<file path="src/rtl/servo_slew.sv">
// Slew-rate limiter for one servo: ramps pos_out toward the latched target by STEP per tick, then dwells.
// Optional macro SERVO_SLEW_CLAMP_EN clamps the effective target to [MIN_POS, MAX_POS].
module servo_slew #(
  parameter int          CLK_DIV      = 50000,
  parameter int          STEP         = 4,
  parameter int          SETTLE_TICKS = 20,
  parameter logic [7:0]  HOME_POS     = 8'h88,
  parameter logic [7:0]  MIN_POS      = 8'h10,
  parameter logic [7:0]  MAX_POS      = 8'hF0
) (
  input  logic       clk,
  input  logic       rst,
  input  logic [7:0] tgt_pos,
  input  logic       tgt_valid,
  output logic [7:0] pos_out,
  output logic       busy,
  output logic       done
);

  localparam int PW = $clog2(CLK_DIV);
  localparam int SW = (SETTLE_TICKS > 0) ? $clog2(SETTLE_TICKS + 1) : 1;
  localparam logic [PW-1:0] DIV_LAST    = PW'(CLK_DIV - 1);
  localparam logic [SW-1:0] SETTLE_LAST = SW'(SETTLE_TICKS);
  localparam logic [8:0]    STEP9       = 9'(STEP);
  localparam logic [7:0]    STEP8       = 8'(STEP);

  typedef enum logic [1:0] {IDLE, RAMP, SETTLE} state_t;

  state_t        state_q, state_d;
  logic [PW-1:0] div_cnt;
  logic          tick;
  logic [7:0]    pos_q, pos_d;
  logic [7:0]    target_q;
  logic [SW-1:0] cnt_q, cnt_d;
  logic          done_q, done_d;
  logic [7:0]    raw_tgt;
  logic [7:0]    eff;
  logic [8:0]    diff;
  logic [8:0]    mag;
  logic [7:0]    step_pos;

  // Free-running prescaler; a new target never resynchronises it.
  always_ff @(posedge clk) begin
    if (rst) begin
      div_cnt <= '0;
    end else if (div_cnt == DIV_LAST) begin
      div_cnt <= '0;
    end else begin
      div_cnt <= div_cnt + 1'b1;
    end
  end

  assign tick    = (div_cnt == DIV_LAST);
  assign raw_tgt = tgt_valid ? tgt_pos : target_q;

`ifdef SERVO_SLEW_CLAMP_EN
  always_comb begin
    eff = raw_tgt;
    if (raw_tgt < MIN_POS) begin
      eff = MIN_POS;
    end else if (raw_tgt > MAX_POS) begin
      eff = MAX_POS;
    end
  end
`else
  logic unused_clamp_bounds;
  assign unused_clamp_bounds = ^{MIN_POS, MAX_POS};
  assign eff = raw_tgt;
`endif

  // Signed 9-bit distance; a full stride is only taken when it cannot overshoot, so no wrap is possible.
  always_comb begin
    diff = {1'b0, eff} - {1'b0, pos_q};
    mag  = diff[8] ? (9'd0 - diff) : diff;
    if (mag <= STEP9) begin
      step_pos = eff;
    end else if (diff[8]) begin
      step_pos = pos_q - STEP8;
    end else begin
      step_pos = pos_q + STEP8;
    end
  end

  always_comb begin
    state_d = state_q;
    pos_d   = pos_q;
    cnt_d   = cnt_q;
    done_d  = 1'b0;
    case (state_q)
      IDLE: begin
        if (tgt_valid) begin
          if (eff != pos_q) begin
            state_d = RAMP;
          end else begin
            done_d = 1'b1;
          end
        end
      end
      RAMP: begin
        if (tick) begin
          pos_d = step_pos;
          if (step_pos == eff) begin
            cnt_d = '0;
            if (SETTLE_TICKS == 0) begin
              state_d = IDLE;
              done_d  = 1'b1;
            end else begin
              state_d = SETTLE;
            end
          end
        end
      end
      SETTLE: begin
        if (tgt_valid && (eff != pos_q)) begin
          state_d = RAMP;
          cnt_d   = '0;
        end else if (tgt_valid) begin
          cnt_d = '0;
        end else if (tick) begin
          if ((cnt_q + 1'b1) == SETTLE_LAST) begin
            state_d = IDLE;
            done_d  = 1'b1;
            cnt_d   = '0;
          end else begin
            cnt_d = cnt_q + 1'b1;
          end
        end
      end
      default: begin
        state_d = IDLE;
      end
    endcase
  end

  always_ff @(posedge clk) begin
    if (rst) begin
      state_q  <= IDLE;
      pos_q    <= HOME_POS;
      target_q <= HOME_POS;
      cnt_q    <= '0;
      done_q   <= 1'b0;
    end else begin
      state_q  <= state_d;
      pos_q    <= pos_d;
      target_q <= eff;
      cnt_q    <= cnt_d;
      done_q   <= done_d;
    end
  end

  assign pos_out = pos_q;
  assign busy    = (state_q != IDLE);
  assign done    = done_q;

endmodule
</file>
<file path="config.mk">
export PLATFORM = sky130hd
export DESIGN_NAME = servo_slew
export DESIGN_NICKNAME = d
export VERILOG_FILES = /design/src/rtl/servo_slew.sv
export SDC_FILE = /design/constraint.sdc
export NUM_CORES = 1
export LEC_CHECK = 0
export CAP_MARGIN = 20
export CORE_UTILIZATION = 30
export CTS_CLUSTER_DIAMETER = 150
export DETAILED_ROUTE_END_ITERATION = 6
export PLACE_DENSITY_LB_ADDON = 0.05
export SYNTH_ARGS = -nofsm -noshare
export SYNTH_HDL_FRONTEND = slang
export SYNTH_SLANG_ARGS = --single-unit
</file>
<file path="constraint.sdc">
create_clock -name clk -period 6.5 [get_ports clk]
set_input_delay 0.65 -clock clk [delete_from_list [all_inputs] [get_ports clk]]
set_output_delay 0.65 -clock clk [all_outputs]
set_load 0.02 [all_outputs]
</file>
==> reports/qor.log <==
[grt] all-layer global routing usage 15.1%
[cts] Resized Gates After CTS 0
[critical_path] critical path start-end classification in2reg
[detailed_routing] routed len/inst 14.8 µm
[grt] via count of the first global-routing pass 2364
[timing] fmax 0.176 GHz
[timing] final count of negative-setup-slack endpoints 0
[place] placer congestion estimate 0.825
[timing] setup repair after global routing missed its margin no
[floorplanning] die span in y 101 µm
[run_status] outcome complete, no violations
[synth] dominant register cell in the synthesized netlist dfxtp_1
[critical_path] highest net fanout along the worst path 13
[grt] first-pass GRT wire length 12100 µm
[power] switching fraction of total power 33.5%
[timing] shortest clock period the worst path allows after layout 5680 ps
[power] Combinational Power Share 32.9%
[timing] Hold WS 444 ps
[synth] number of enable-type register cells in the synthesized netlist 0
[detailed_routing] DR DRC count 0
[power] peak supply drop 0.0000771 V
[synth] share of the yosys chip area belonging to registers 27.3%
[cts] clock buffers created by TritonCTS 5
[synth] average instance area after synthesis 8.49 µm²
[synth] FFs w/ async S/R, synth 0%
[grt] pin count of the biggest net entering global routing 30
[detailed_routing] Starting DRT DRC Count 111
[detailed_routing] DR vias/cell 5.07
[critical_path] worst path required time 6690 ps
[synth] total number of yosys warnings 0
[synth] count of unique library cells instantiated by Yosys 65
[cts] master cell of the clock root buffer clkbuf_8
[floorplanning] Die Area 10200 µm²
[timing] Clock Skew 8.26 ps
[power] internal portion of total power 466 µW
[final_layout] Final Net Count 397
[cts] setup fix buffers added after clock tree synthesis 0
[power] switching power of the nets 234 µW
[critical_path] slowest stage cell, crit path clkdlybuf4s50_1
[min_path] type of the most critical hold path reg2reg
[cts] TritonCTS Sinks 40
[timing] final clock period utilization by the worst path 87.4%
[cts] clock-pin slew on the worst setup and hold paths 90 ps
[timing] transition time of the tightest slew-check pin 921 ps
[detailed_routing] TritonRoute pass-1 iters 4
[final_layout] share of post-route cells with drive strength above 1 5.77%
[place] buffers added on ports 20
[detailed_routing] Total Routed Length 7310 µm
[grt] initial antenna violation count 0
[critical_path] Largest delay share family, worst path buffers and inverters
[cts] Clock Tree Buf Depth 2
[synth] net count after synthesis 379
[power] part of the total power dissipated in sequential elements 36.5%
[timing] number of max-slew violations in the final report 0
[final_layout] number of antenna repair diodes 0
[cts] number of hold buffers added after CTS 0
[timing] post-route worst setup slack 821 ps
[final_layout] relative area change from synthesis to final layout 14.6%
[timing] Slew Limit Headroom 38.4%
[power] leakage power of the design 1.31 nW
[cts] clock tree from TritonCTS yes
[timing] Setup TNS 0 ps
[synth] synthesized area 2930 µm²
[detailed_routing] count of nets left with antenna violations after detail routing 0
[critical_path] Setup crit start kind input port
[critical_path] type of destination of the critical path flip-flop
[cts] Worst-Skew Late Latency 300 ps
[critical_path] CP Cell Sequence clkdlybuf4s50_1, mux2i_1, ha_1, inv_1, fa_1, and3_1, nor2_1, o21ai_0, inv_1, fa_1, xnor2_1, nor3_1, nand4_1, mux2i_1, a21oi_1, a21oi_1, mux2_2
[place] worst slack after detailed placement 478 ps
[floorplanning] Placement Rows 35
[synth] Seq cells post-synth 40
[power] power per unit of standard cell area 208 nW/µm²
[detailed_routing] vias 2498
[floorplanning] floorplan core area 9370 µm²
[floorplanning] starting density of the core 31.3%
[floorplanning] number of primary I/O pins 21
[critical_path] Critical Path AT 5870 ps
[cts] total number of H-tree levels 2
[power] Clock power frac 30.6%
[run] number of violations of the max-capacitance limit 0
[timing] number of endpoints with negative hold slack in the final report 0
[floorplanning] die span in x 101 µm
[synth] gate count of the mapped netlist 345
[critical_path] Critical Path Max Stage Delay 920 ps
[place] HPWL after detailed placement 5590 µm
[critical_path] count of buffering cells on the critical path with inverters included 3
[grt] leftover overflow at the end of global routing 0
## worst paths after layout
path	from	endpoint	slack, ps	depth (start not counted)
setup / recovery	tgt_valid	state_q[0]	820	17
hold / removal	div_cnt[0]	div_cnt[0]	440	1
setup reg to reg	target_q[0]	state_q[0]	1950	16
hold reg to reg	div_cnt[0]	div_cnt[0]	440	1
## synthesized netlist by cell type, drive strengths merged (2+ instances only)
cell      n  area, µm²
dfxtp    40        801
nor2     36        135
inv      29        109
ha       21        263
a21oi    20        100
xnor2    17        149
nand3    16       80.1
nand2    14       52.6
mux2i    13        130
o21ai    11       58.8
and3     10       62.6
nor3     10       50.1
nand2b    9       56.3
clkbuf    8       33.8
a211oi    6       57.6
nand4     6       37.5
xor2      6       52.6
or3       5       36.3
a21o      4       30.0
a311oi    4       47.6
a211o     3       27.5
a31oi     3       18.8
nor2b     3       18.8
o2111ai   3       26.3
o211ai    3       22.5
xnor3     3       67.6
a2111o    2       22.5
and2      2       12.5
buf       2       22.5
fa        2       40.0
mux2      2       26.3
nor4b     2       17.5
o2111a    2       22.5
o22ai     2       12.5
o31ai     2       15.0
o32a      2       20.0
o41ai     2       25.0
## final cells by class
| cell class | instances | area, µm² |
|---|---|---|
| multi-input cells | 266 | 1960 |
| fillers | 998 | 6010 |
| clock buffers | 5 | 68.8 |
| inverters | 29 | 109 |
| clock inverters | 3 | 46.3 |
| flip-flops and latches | 40 | 801 |
| well taps | 129 | 161 |
| repair buffers | 21 | 208 |
## sequential cells by signal, indices dropped and copies added, names as in the netlist
| signal | flops |
|---|---|
| target_q | 8 |
| done | 1 |
| pos_out | 8 |
| state_q | 2 |
| div_cnt | 16 |
| cnt_q | 5 |
## power groups by stage
stage	sequential, mW	clock [mW]	combinational, mW
floorplan	0.261	0	0.178
global placement	0.262	0	0.233
detailed placement	0.261	0	0.229
CTS	0.256	0.222	0.230
global route	0.257	0.231	0.255
finish	0.256	0.214	0.231
## metrics by stage
stage / cell area, µm² / utilization (%) / power [mW] / std cells
after floorplan: 2930 / - / 0.439 / 345
after global placement: 3240 / 34.6 / 0.494 / 485
after detailed placement: 3240 / 34.6 / 0.491 / 485
after CTS: 3360 / 35.8 / 0.708 / 493
after global routing: 3360 / 35.8 / 0.743 / 493
final: 3360 / 35.8 / 0.700 / 493
## metal layers
metal | track usage (%) | vias to the layer above | share of wire, %
li1 | - | 1284 | -
met1 | 22.7 | 1166 | 54
met2 | 22.6 | 42 | 42
met3 | 2.57 | 6 | 3.4
met4 | 2.90 | 0 | 0.75
met5 | 0 | - | 0
## kinds of logic after synthesis
logic type               synth area share (%)
flip-flops                               27.3
AO/OA/AOI/OAI                            20.2
XOR/XNOR                                 9.18
adder cells (fa/ha/maj)                  10.3
buffers and inverters                    5.64
AND/OR/NAND/NOR                          21.9
multiplexers                             5.34
## layout by cell type (no fill, tap or decap), drive strengths merged, types with 9 or more instances in the layout
master         count
ha                21
nand3             16
a21oi             20
dfxtp             40
nand2b             9
inv               30
nand2             14
mux2i             13
nor2              36
xnor2             17
and3              10
nor3              10
o21ai             11
clkdlybuf4s50     20
No activity file was read; power rests on OpenSTA's default activity.
